**src/rtl/pipelined_add_sub_if.sv**
```systemverilog
// rtl/pipelined_add_sub_if.sv - operand/result handshake bundle for the pipelined adder
interface pipelined_add_sub_if #(
    parameter int WIDTH = 32
) ();
    logic             in_valid;
    logic             in_ready;
    logic [WIDTH-1:0] a;
    logic [WIDTH-1:0] b;
    logic             sub;
    logic             out_valid;
    logic             out_ready;
    logic [WIDTH-1:0] result;
    logic             cout;
    logic             overflow;
    logic             zero;

    modport master (
        output in_valid, a, b, sub, out_ready,
        input  in_ready, out_valid, result, cout, overflow, zero
    );

    modport slave (
        input  in_valid, a, b, sub, out_ready,
        output in_ready, out_valid, result, cout, overflow, zero
    );
endinterface

```
**src/rtl/pipelined_add_sub.sv**
```systemverilog
// rtl/pipelined_add_sub.sv - carry-sliced pipelined add/subtract with carry, overflow and zero flags
module pipelined_add_sub #(
    parameter int WIDTH  = 32,
    parameter int STAGES = 4
) (
    input  logic              clk,
    input  logic              rst,
    pipelined_add_sub_if.slave bus
);
    localparam int SW   = WIDTH / STAGES;
    localparam int LAST = STAGES - 1;

    // Stage j register holds an operation with j low slices already summed:
    // w_q carries the finished sum slices below and the untouched a slices above.
    logic [STAGES-1:0] v_q, v_d;
    logic [STAGES-1:0] c_q, c_d;
    logic [WIDTH-1:0]  w_q  [STAGES];
    logic [WIDTH-1:0]  w_d  [STAGES];
    logic [WIDTH-1:0]  bp_q [STAGES];
    logic [WIDTH-1:0]  bp_d [STAGES];

    logic [SW:0]       slice_sum [STAGES];
    logic [WIDTH-1:0]  merged    [STAGES];

    logic              out_valid_q, out_valid_d;
    logic [WIDTH-1:0]  result_q, result_d;
    logic              cout_q, cout_d;
    logic              overflow_q, overflow_d;
    logic              zero_q, zero_d;

    logic              adv;

    assign adv = !out_valid_q || bus.out_ready;

    always_comb begin
        for (int j = 0; j < STAGES; j++) begin
            slice_sum[j] = {1'b0, w_q[j][j*SW +: SW]}
                         + {1'b0, bp_q[j][j*SW +: SW]}
                         + {{SW{1'b0}}, c_q[j]};
            merged[j] = w_q[j];
            merged[j][j*SW +: SW] = slice_sum[j][SW-1:0];
        end
    end

    always_comb begin
        v_d     = '0;
        c_d     = '0;
        w_d     = w_q;
        bp_d    = bp_q;

        v_d[0]  = bus.in_valid;
        c_d[0]  = bus.sub;
        w_d[0]  = bus.a;
        bp_d[0] = bus.sub ? ~bus.b : bus.b;

        for (int j = 1; j < STAGES; j++) begin
            v_d[j]  = v_q[j-1];
            c_d[j]  = slice_sum[j-1][SW];
            w_d[j]  = merged[j-1];
            bp_d[j] = bp_q[j-1];
        end

        // Bubbles leave all-zero outputs so flags never show stale data.
        out_valid_d = v_q[LAST];
        result_d    = v_q[LAST] ? merged[LAST] : '0;
        cout_d      = v_q[LAST] & slice_sum[LAST][SW];
        overflow_d  = v_q[LAST]
                    & (w_q[LAST][WIDTH-1] == bp_q[LAST][WIDTH-1])
                    & (merged[LAST][WIDTH-1] != w_q[LAST][WIDTH-1]);
        zero_d      = v_q[LAST] & (merged[LAST] == '0);
    end

    always_ff @(posedge clk) begin
        if (rst) begin
            v_q         <= '0;
            c_q         <= '0;
            for (int j = 0; j < STAGES; j++) begin
                w_q[j]  <= '0;
                bp_q[j] <= '0;
            end
            out_valid_q <= 1'b0;
            result_q    <= '0;
            cout_q      <= 1'b0;
            overflow_q  <= 1'b0;
            zero_q      <= 1'b0;
        end else if (adv) begin
            v_q         <= v_d;
            c_q         <= c_d;
            w_q         <= w_d;
            bp_q        <= bp_d;
            out_valid_q <= out_valid_d;
            result_q    <= result_d;
            cout_q      <= cout_d;
            overflow_q  <= overflow_d;
            zero_q      <= zero_d;
        end
    end

    assign bus.in_ready  = adv;
    assign bus.out_valid = out_valid_q;
    assign bus.result    = result_q;
    assign bus.cout      = cout_q;
    assign bus.overflow  = overflow_q;
    assign bus.zero      = zero_q;
endmodule

```
**src/flat_wrapper.sv**
```systemverilog
// flat-port wrapper written by rule: the top's interface ports become plain ports
module pipelined_add_sub_flat 
#(
    parameter int WIDTH  = 32,
    parameter int STAGES = 4
)
  (clk, rst, bus_in_valid, bus_a, bus_b, bus_sub, bus_out_ready, bus_in_ready, bus_out_valid, bus_result, bus_cout, bus_overflow, bus_zero);
  pipelined_add_sub_if #(.WIDTH(WIDTH)) bus_i ();
  input  logic clk;
  input  logic rst;
  input wire logic [$bits(bus_i.in_valid)-1:0] bus_in_valid;
  input wire logic [$bits(bus_i.a)-1:0] bus_a;
  input wire logic [$bits(bus_i.b)-1:0] bus_b;
  input wire logic [$bits(bus_i.sub)-1:0] bus_sub;
  input wire logic [$bits(bus_i.out_ready)-1:0] bus_out_ready;
  output wire logic [$bits(bus_i.in_ready)-1:0] bus_in_ready;
  output wire logic [$bits(bus_i.out_valid)-1:0] bus_out_valid;
  output wire logic [$bits(bus_i.result)-1:0] bus_result;
  output wire logic [$bits(bus_i.cout)-1:0] bus_cout;
  output wire logic [$bits(bus_i.overflow)-1:0] bus_overflow;
  output wire logic [$bits(bus_i.zero)-1:0] bus_zero;
  assign bus_i.in_valid = bus_in_valid;
  assign bus_i.a = bus_a;
  assign bus_i.b = bus_b;
  assign bus_i.sub = bus_sub;
  assign bus_i.out_ready = bus_out_ready;
  assign bus_in_ready = bus_i.in_ready;
  assign bus_out_valid = bus_i.out_valid;
  assign bus_result = bus_i.result;
  assign bus_cout = bus_i.cout;
  assign bus_overflow = bus_i.overflow;
  assign bus_zero = bus_i.zero;
  pipelined_add_sub #(.WIDTH(WIDTH), .STAGES(STAGES)) u_core (.clk(clk), .rst(rst), .bus(bus_i));
endmodule
```
**config.mk**
```make
export PLATFORM = sky130hd
export DESIGN_NAME = pipelined_add_sub_flat
export DESIGN_NICKNAME = d
export VERILOG_FILES = /design/src/rtl/pipelined_add_sub_if.sv /design/src/rtl/pipelined_add_sub.sv /design/src/flat_wrapper.sv
export SDC_FILE = /design/constraint.sdc
export NUM_CORES = 1
export LEC_CHECK = 0
export ABC_AREA = 1
export CORE_MARGIN = 1.5
export CORE_UTILIZATION = 51
export CTS_CLUSTER_DIAMETER = 80
export DETAILED_ROUTE_END_ITERATION = 8
export HOLD_SLACK_MARGIN = 0.12
export PLACE_DENSITY_LB_ADDON = 0.12
export SLEW_MARGIN = 20
export SYNTH_ARGS = -nofsm -noshare
export SYNTH_HDL_FRONTEND = slang
export SYNTH_SLANG_ARGS = --single-unit
```
**constraint.sdc**
```tcl
create_clock -name clk -period 2 [get_ports clk]
set_clock_uncertainty 0.15 [all_clocks]
set_input_delay 0.2 -clock clk [delete_from_list [all_inputs] [get_ports clk]]
set_output_delay 0.2 -clock clk [all_outputs]
set_load 0.1 [all_outputs]
```
Yosys cells after proc, flatten, opt, wreduce, memory -nomap -nowiden
Cells that the tools add are included.
{"block": "op_classes", "reduce_logical": 3, "add_sub_neg": 8, "eq_ne": 2, "bitwise": 5, "n_mux": 2}
{"op": "$mux W32", "count": 2}
{"op": "$add A8 B8 Y9", "count": 4}
{"op": "$add A9 B1 Y9", "count": 4}
{"op": "$logic_not A32 Y1", "count": 1}
{"op": "$not A32 Y32", "count": 1}
{"op": "$and A1 B1 Y1", "count": 4}
{"op": "$eq A1 B1 Y1", "count": 1}
{"op": "$logic_not A1 Y1", "count": 1}
{"op": "$logic_or A1 B1 Y1", "count": 1}
{"op": "$ne A1 B1 Y1", "count": 1}
{"block": "word_totals", "register_bits": 300, "out_inout_bits": 37, "elab_cells": 35}

Depth between registers and ports, before layout
Gate-level depths: netlist of run 1.
{"block": "logic_depth", "depth_word": 4, "depth_mapped": 12, "depth_no_buf": 12}

Least setup slack after synthesis of run 1
OpenSTA, ideal clock, no wires.
{"block": "synth_path", "path_type": "register -> register", "from": "register u_core.out_valid_q (netlist: u_core.bus.out_valid)", "to": "register u_core.bp_q (netlist bit u_core.bp_d[86])", "synth_period_minus_slack_ns": 2.256, "path_stages_with_launch": 8, "setup_ns": 0.070, "setup_slack_ns": -0.256, "required_ns": 1.780, "t_arrival_ns": 2.036, "path_cell_list": "dfxtp_1 inv_1 nor2_2 buf_6 inv_4 buf_6 buf_2 a21oi_1"}
{"block": "synth_via", "elab_chain_cells": 2}
{"item": "start: declaration", "line": "pipelined_add_sub.sv:25", "text": "logic out_valid_q, out_valid_d;"}
{"item": "start signal: assignment", "line": "pipelined_add_sub.sv:91", "text": "out_valid_q <= out_valid_d;"}
{"item": "$logic_not A1 Y1", "line": "pipelined_add_sub.sv:33", "text": "assign adv = !out_valid_q || bus.out_ready;"}
{"item": "$logic_or A1 B1 Y1", "line": "pipelined_add_sub.sv:33"}
{"item": "net bus_in_ready", "line": "flat_wrapper.sv:16", "text": "output wire logic [$bits(bus_i.in_ready)-1:0] bus_in_ready;"}
{"item": "end signal: assignment", "line": "pipelined_add_sub.sv:90", "text": "bp_q <= bp_d;"}
{"item": "end: declaration", "line": "pipelined_add_sub.sv:19", "text": "logic [WIDTH-1:0] bp_q [STAGES];"}
The timed path passes the listed nets, and every way through them passes these cells.
A chain may end at the register's enable or synchronous reset.

Worst setup path after layout of run 1
{"block": "layout_path", "from": "register u_core.bp_q[24] (netlist name)", "to": "register u_core.zero_q (netlist: u_core.bus.zero)"}
{"block": "layout_via", "elab_chain_cells": 4}
{"item": "$add A8 B8 Y9", "line": "pipelined_add_sub.sv:38", "text": "+ {1'b0, bp_q[j][j*SW +: SW]}"}
{"item": "$add A9 B1 Y9", "line": "pipelined_add_sub.sv:39", "text": "+ {{SW{1'b0}}, c_q[j]};"}
{"item": "$logic_not A32 Y1", "line": "pipelined_add_sub.sv:70", "text": "zero_d = v_q[LAST] & (merged[LAST] == '0);"}
{"item": "$and A1 B1 Y1", "line": "pipelined_add_sub.sv:70"}
{"item": "end signal: assignment", "line": "pipelined_add_sub.sv:95", "text": "zero_q <= zero_d;"}
{"item": "end: declaration", "line": "pipelined_add_sub.sv:29", "text": "logic zero_q, zero_d;"}
Every way passes these cells.

==> flow_metrics.py, run 1 <==
metrics = {
    "setup_path": {
        "arrival_ps": 2490,
        "r2r_end": "u_core.bus.zero$_SDFFE_PP0P_",
        "slowest_stage": "fa_1",
        "cpPeakStageDelay_ps": 530,
        "reg2reg_setup_slack_ps": -180,
        "startpoint_type": "register",
        "crit_fanout": 2,
        "worstPathCellList": "inv_2 > fa_2 > fa_1 > nand2_1 > nor2_2 > nand3_1 > nor2_1 > nand2_1 > nor2_1 > nand3_1 > a21oi_2",
        "r2r_start": "u_core.bp_q[24]$_SDFFE_PP0P_",
        "criticalPathCategory": "register to register",
        "setup.worst_path.end_class": "register",
        "reg2reg_depth": 11,
        "cp-startpoint": "u_core.bp_q[24]$_SDFFE_PP0P_",
        "crit_end": "u_core.bus.zero$_SDFFE_PP0P_",
        "cp.required_ps": 2310,
    },
    "die": {
        "core_area_sq_um": 20200,
        "die_h_microns": 146,
        "ios": 106,
        "die_width_microns": 146,
        "fp-row-count": 52,
        "die-area_sq_um": 21400,
        "start_util_pct": 51.8,
    },
    "logic_synthesis": {
        "synth.avg_cell_area_sq_um": 7.89,
        "syn-num-nets": 1430,
        "synth_top_area_share_pct": 48.3,
        "synthSimpleGateAreaFrac_pct": 18.0,
        "synthTopCellsByArea": "dfxtp_1 48%, nor2_1 11%, o21ai_0 10%",
        "synthAdderAreaFrac_pct": 4.88,
        "synth_compound_area_share_pct": 17.5,
        "synth_xor_area_share_pct": 3.94,
        "synth_cells": 1325,
        "yosysSeqAreaShare_pct": 48.3,
        "synth_mux_area_share_pct": 0,
        "synth_seq_cells": 252,
        "syn_area_sq_um": 10500,
        "yosysUniqueCellTypes": 34,
        "yosysTopAreaCell": "dfxtp_1",
        "yosysWarnings": 0,
        "synth_top_family_by_area": "simple AND/OR/NAND/NOR gates",
    },
    "clocking": {
        "clk_pin_slew_worst_paths_ps": 60,
        "clock_sinks": 252,
        "clk_path_buf_depth": 3,
        "h-tree-depth": 1,
        "root_buffer": "clkbuf_16",
        "numCtsBuffers": 27,
        "tritoncts": "built",
        "clk-insertion-delay-late_ps": 520,
    },
    "global_route": {
        "grt_pass1_vias": 7720,
        "grt_pass1_wl_microns": 37700,
        "track_usage_pct": 21.0,
        "grt_max_degree": 76,
        "overflow": 0,
        "antenna_found_initial": 0,
    },
    "placed_design": {
        "placed_cells": 1660,
        "gp_congestion": 0.845,
        "portBuffers": 105,
        "place_hpwl_microns": 15400,
        "postPlaceCellArea_sq_um": 11800,
    },
    "sta": {
        "fin_setup_tns_ps": -184,
        "worst_pin_slew_ps": 464,
        "timing.final.ws_setup_ps": -184,
        "post-route-period-util_pct": 109,
        "setup_viol": 1,
        "slew_headroom_pct": 69.0,
        "slew_viol_final": 0,
        "rsz0062_at_grt": "yes",
        "period_minus_slack_ps": 2180,
        "finalHoldViolations": 0,
        "fmax_mhz": 458,
    },
    "detailed_routing": {
        "avgViaCountPerCell": 4.96,
        "vias": 8482,
        "drt_iter0_drc": 407,
        "drc_errors": 0,
        "wl_per_cell_microns": 13.1,
        "wl_microns": 22400,
        "dr.pass1.iters": 5,
        "drtAntennaViolNets": 0,
    },
    "job": {
        "drv_cap": 0,
    },
    "run_status": {
        "violations": "setup timing",
        "status": "finished, violations left",
    },
    "power": {
        "powerDensity_nw_per_um2": 929,
        "leakagePower_nw": 5.89,
        "irDropWorstVdd_mv": 0.683,
    },
    "final_layout": {
        "drive_gt1_share_pct": 10.9,
        "final_common_cell": "nor2_1",
        "layoutNonFillerInstCount": 1711,
        "area_growth_pct": 22.6,
        "fillers": 1820,
        "final_cell_mix": "295 x nor2_1, 250 x dfxtp_1, 213 x o21ai_0",
        "diodes": 0,
        "final_cell_area_sq_um": 12800,
        "fin_nets": 1526,
    },
    "hold_path": {
        "hp-class": "primary input to register",
    },
}
area by class of cell:
type	instances	area (sq um)	area share, %
Inverter	83	322	2.51
Timing Repair Buffer	152	1460	11.4
Clock buffer	34	762	5.94
Clock inverter	15	234	1.83
Sequential cell	252	5050	39.4
Tap cell	270	338	2.64
Multi-Input combinational cell	905	4660	36.3
routing by layer:
metal | share of wire, % | routed length, microns | track usage (%) | vias to the layer above
li1 | - | - | - | 4518
met1 | 48 | 10700 | 28.9 | 3789
met2 | 46 | 10300 | 34.6 | 142
met3 | 3.5 | 788 | 3.09 | 33
met4 | 2.2 | 489 | 5.56 | 0
met5 | 0 | 0 | 0 | -
cell families (layout without fill, tap and decap cells):
logic type / count (synthesis) / count (layout)
and+or+nand+nor: 471 / 471
AOI/OAI and AO/OA: 351 / 351
DFF: 252 / 252
buffers and inverters: 168 / 284
xor gates and xnor gates: 47 / 47
adders and majority gates: 36 / 36
worst min-delay path by stage:
stage,from,to,depth (start not counted)
floorplan,bus_a[8],u_core.merged[104]$_SDFFE_PP0P_,2
global route,bus_a[12],u_core.merged[108]$_SDFFE_PP0P_,3
detailed placement,u_core.bp_d[84]$_SDFFE_PP0P_,u_core.bp_d[52]$_SDFFE_PP0P_,2
global placement,u_core.bp_d[93]$_SDFFE_PP0P_,u_core.bp_d[61]$_SDFFE_PP0P_,2
finish,bus_a[12],u_core.merged[108]$_SDFFE_PP0P_,3
CTS,bus_a[12],u_core.merged[108]$_SDFFE_PP0P_,3
critical path: cells and delay by family (launching register included):
kind,cells,cell delay [ps]
fa+ha+maj,2,920
simple gates,7,590
compound gates,1,110
flops,1,320
buf+inv,1,40
where the power goes:
group          internal, W  switching, W  leakage [nW]
sequential         0.00531      0.000172          2.07
clock              0.00346       0.00200         0.490
combinational     0.000455      0.000506          3.33
total              0.00923       0.00268          5.89
per-stage QoR:
stage / util [%] / power, W / setup slack (ps) / hold slack, ps
after floorplan: - / 0.00616 / -33.7 / 217
after global placement: 58.4 / 0.00653 / -118 / 286
after detailed placement: 58.4 / 0.00655 / -173 / 287
after CTS: 63.5 / 0.0120 / -169 / 133
after global routing: 63.5 / 0.0124 / -386 / 156
final: 63.5 / 0.0119 / -184 / 148
Yosys cell counts:
library cell,instances
nor2_1,296
dfxtp_1,252
o21ai_0,213
nand2_1,123
a21oi_1,108
inv_1,80
xnor2_1,37
buf_2,36
clkbuf_1,35
nand3_1,30
ha_1,28
o21bai_1,12
nand4_1,11
xor2_1,10
fa_1,8
buf_6,7
a31oi_1,6
buf_4,4
a21boi_0,3
a21o_1,3
clkbuf_8,3
nand2_2,3
nand3b_1,3
a21oi_2,2
a2bb2oi_1,2
inv_2,2
a211o_1,1
inv_4,1
nor2_2,1
nor2_8,1
o211ai_1,1
or2_0,1
or2_1,1
or2_2,1
what timing repair did:
action / 4_1_cts / 5_1_grt
endpoints found under the setup margin: 4 / 8
gates resized for setup: 4 / 9
hold buffers: 1 / 0
setup buffers: 1 / 0
pin swaps: 1 / 3
endpoints found under the hold margin: 9 / 0
state kept, by name (all words and copies together), names as in the netlist:
signal                count
u_core.bus.result        32
u_core.bus.zero           1
u_core.w_q               32
u_core.c_q                4
u_core.bus.overflow       1
u_core.bp_q               8
u_core.bp_d              72
u_core.bus.cout           1
u_core.bus.out_valid      1
u_core.v_q                4
u_core.merged            96
Power figures use the tool's default switching activity.
==> run 2, diff against run 1 <==
--- a/config.mk
+++ b/config.mk
@@ -10,6 +10,7 @@
 export CORE_UTILIZATION = 51
 export CTS_CLUSTER_DIAMETER = 80
 export DETAILED_ROUTE_END_ITERATION = 8
+export GPL_ROUTABILITY_DRIVEN = 0
 export HOLD_SLACK_MARGIN = 0.12
 export PLACE_DENSITY_LB_ADDON = 0.12
 export SLEW_MARGIN = 20
==> results of run 2 <==
The final DEF is identical to that of run 1; final timing and power are the same.
==> run 3, diff against run 2 <==
--- a/config.mk
+++ b/config.mk
@@ -7,7 +7,7 @@
 export LEC_CHECK = 0
 export ABC_AREA = 1
 export CORE_MARGIN = 1.5
-export CORE_UTILIZATION = 51
+export CORE_UTILIZATION = 44
 export CTS_CLUSTER_DIAMETER = 80
 export DETAILED_ROUTE_END_ITERATION = 8
 export GPL_ROUTABILITY_DRIVEN = 0
==> run 3 against run 2 <==
The flow still finishes with violations (setup timing). Design area increased by 0.40%. Sequential cell count is the same. Largest cell class unchanged. Non-clock buffer count up 12. Clock power shrank 10%. Worst hold slack got worse by 0.94 ps. Register-to-register slack improved by 20 ps. Via count grew 0.41%. Critical endpoint unchanged. Largest power group unchanged.
==> flow_metrics.py, run 3 (synthesized netlist as in run 1, its figures left out) <==
metrics = {
    "setup_path": {
        "slowest_stage": "fa_1",
        "worstPathCellList": "inv_2 > fa_2 > fa_1 > nand2_1 > nor2_1 > nand3_1 > nor2_1 > nand2_1 > nor2_1 > nand3_1 > a21oi_2",
        "crit_top_cell": "nor2_1",
        "setup.worst_path.end_class": "register",
        "cpPeakStageDelay_ps": 520,
        "cp.required_ps": 2310,
        "arrival_ps": 2470,
        "startpoint_type": "register",
        "crit_fanout": 2,
        "criticalPathCategory": "register to register",
    },
    "detailed_routing": {
        "routed.top_layer": "met4",
        "drt_iter0_drc": 360,
        "drc_errors": 0,
        "vias": 8517,
        "met3WireLength_microns": 761,
        "wl_microns": 22900,
        "drtAntennaViolNets": 0,
        "wl_met1_microns": 11000,
        "wl_per_cell_microns": 12.9,
        "avgViaCountPerCell": 4.81,
        "dr_wl_met2_microns": 10600,
        "dr.pass1.iters": 6,
    },
    "final_layout": {
        "seq_area_sq_um": 5050,
        "multi_input_area_sq_um": 4640,
        "largest_reg_flops": 96,
        "drive_gt1_share_pct": 10.6,
        "fin_nets": 1538,
        "diodes": 0,
        "final_cell_area_sq_um": 12900,
        "area_growth_pct": 23.1,
        "fillers": 2336,
        "final_common_cell": "nor2_1",
        "final_cell_mix": "296 x nor2_1, 250 x dfxtp_1, 213 x o21ai_0",
    },
    "die": {
        "core_area_sq_um": 23400,
        "start_util_pct": 44.7,
        "die_h_microns": 157,
        "die-area_sq_um": 24700,
        "ios": 106,
        "fp-row-count": 56,
        "die_width_microns": 157,
    },
    "clocking": {
        "root_buffer": "clkbuf_16",
        "numCtsBuffers": 27,
        "clk-insertion-delay-late_ps": 520,
        "tritoncts": "built",
        "clock_sinks": 252,
        "cts_setup_buffers": 0,
        "clk_pin_slew_worst_paths_ps": 60,
        "h-tree-depth": 1,
        "clk_path_buf_depth": 3,
    },
    "placed_design": {
        "portBuffers": 105,
        "place_ws_ps": -164,
        "place_hpwl_microns": 16100,
        "postPlaceCellArea_sq_um": 12000,
    },
    "power": {
        "intPower_w": 0.00878,
        "leakagePower_nw": 5.89,
        "seq_power_share_pct": 48.1,
        "combPwrFrac_pct": 8.7,
        "irDropWorstVdd_mv": 0.553,
        "p_sw_w": 0.00259,
        "powerDensity_nw_per_um2": 883,
        "clock_power_share_pct": 43.2,
        "sw_frac_of_total_pct": 22.8,
    },
    "global_route": {
        "overflow": 0,
        "grt_pass1_wl_microns": 38000,
        "grt_max_degree": 78,
        "track_usage_pct": 18.8,
        "grt_pass1_vias": 7873,
        "antenna_found_initial": 0,
    },
    "run_status": {
        "violations": "setup timing",
        "status": "finished, violations left",
    },
    "job": {
        "drv_cap": 0,
    },
    "sta": {
        "post-route-period-util_pct": 108,
        "worst_pin_slew_ps": 444,
        "setup_viol": 3,
        "fmax_mhz": 463,
        "slew_headroom_pct": 70.4,
        "timing.final.ws_setup_ps": -160,
        "period_minus_slack_ps": 2160,
        "rsz0062_at_grt": "yes",
        "slew_viol_final": 0,
        "finalHoldViolations": 0,
    },
    "hold_path": {
        "hp-class": "primary input to register",
    },
}
[run 3: worst paths after layout]
kind / start / end / slack [ps] / depth (start not counted)
max reg2reg: u_core.bp_q[24]$_SDFFE_PP0P_ / u_core.bus.zero$_SDFFE_PP0P_ / -160 / 11
min reg2reg: u_core.bp_d[87]$_SDFFE_PP0P_ / u_core.bp_d[55]$_SDFFE_PP0P_ / 290 / 2
min: bus_a[8] / u_core.merged[104]$_SDFFE_PP0P_ / 150 / 3
max: u_core.bp_q[24]$_SDFFE_PP0P_ / u_core.bus.zero$_SDFFE_PP0P_ / -160 / 11
[run 3: layout make-up]
type	count	share of cell area [%]
Sequential cell	252	39.2
Tap cell	319	3.10
Multi-Input combinational cell	905	36.1
Clock inverter	2	0.272
Clock buffer	45	6.63
Inverter	83	2.48
Timing Repair Buffer	164	12.2
[run 3: through the flow]
stage          util, %  total power (W)  TNS (ps)  hold slack (ps)  instances
2_1_floorplan        -          0.00616     -33.7              217       1325
3_3_place_gp      51.1          0.00655      -202              285       1722
3_5_place_dp      51.1          0.00657      -278              291       1722
4_1_cts           55.0           0.0115      -230              122       1770
5_1_grt           55.0           0.0118      -784              176       1770
6_report          55.0           0.0114      -225              147       1770
[run 3: critical path, delay by kind of cell, from the launching register on]
family,cells,cell delay [ps]
and+or+nand+nor,7,570
DFF,1,320
AOI/OAI and AO/OA,1,110
adders and majority gates,2,910
buffers and inverters,1,40
[run 3: routing by layer]
metal / GRT usage, % / vias up
met4: 4.81 / 0
met3: 2.51 / 35
met1: 25.4 / 3812
met2: 31.8 / 134
li1: - / 4536
met5: 0 / -
[run 3: power groups by stage]
stage	registers [W]	clock network [W]	logic, W
floorplan	0.00554	0	0.000624
global placement	0.00558	0	0.000980
detailed placement	0.00558	0	0.000991
CTS	0.00547	0.00505	0.000998
global route	0.00550	0.00521	0.00112
finish	0.00547	0.00491	0.000985
[run 3: what timing repair did]
action                                  CTS  global route
endpoints found under the hold margin    13             0
endpoints found under the setup margin    4             5
hold buffers                              1             0
gates resized for setup                   4             1
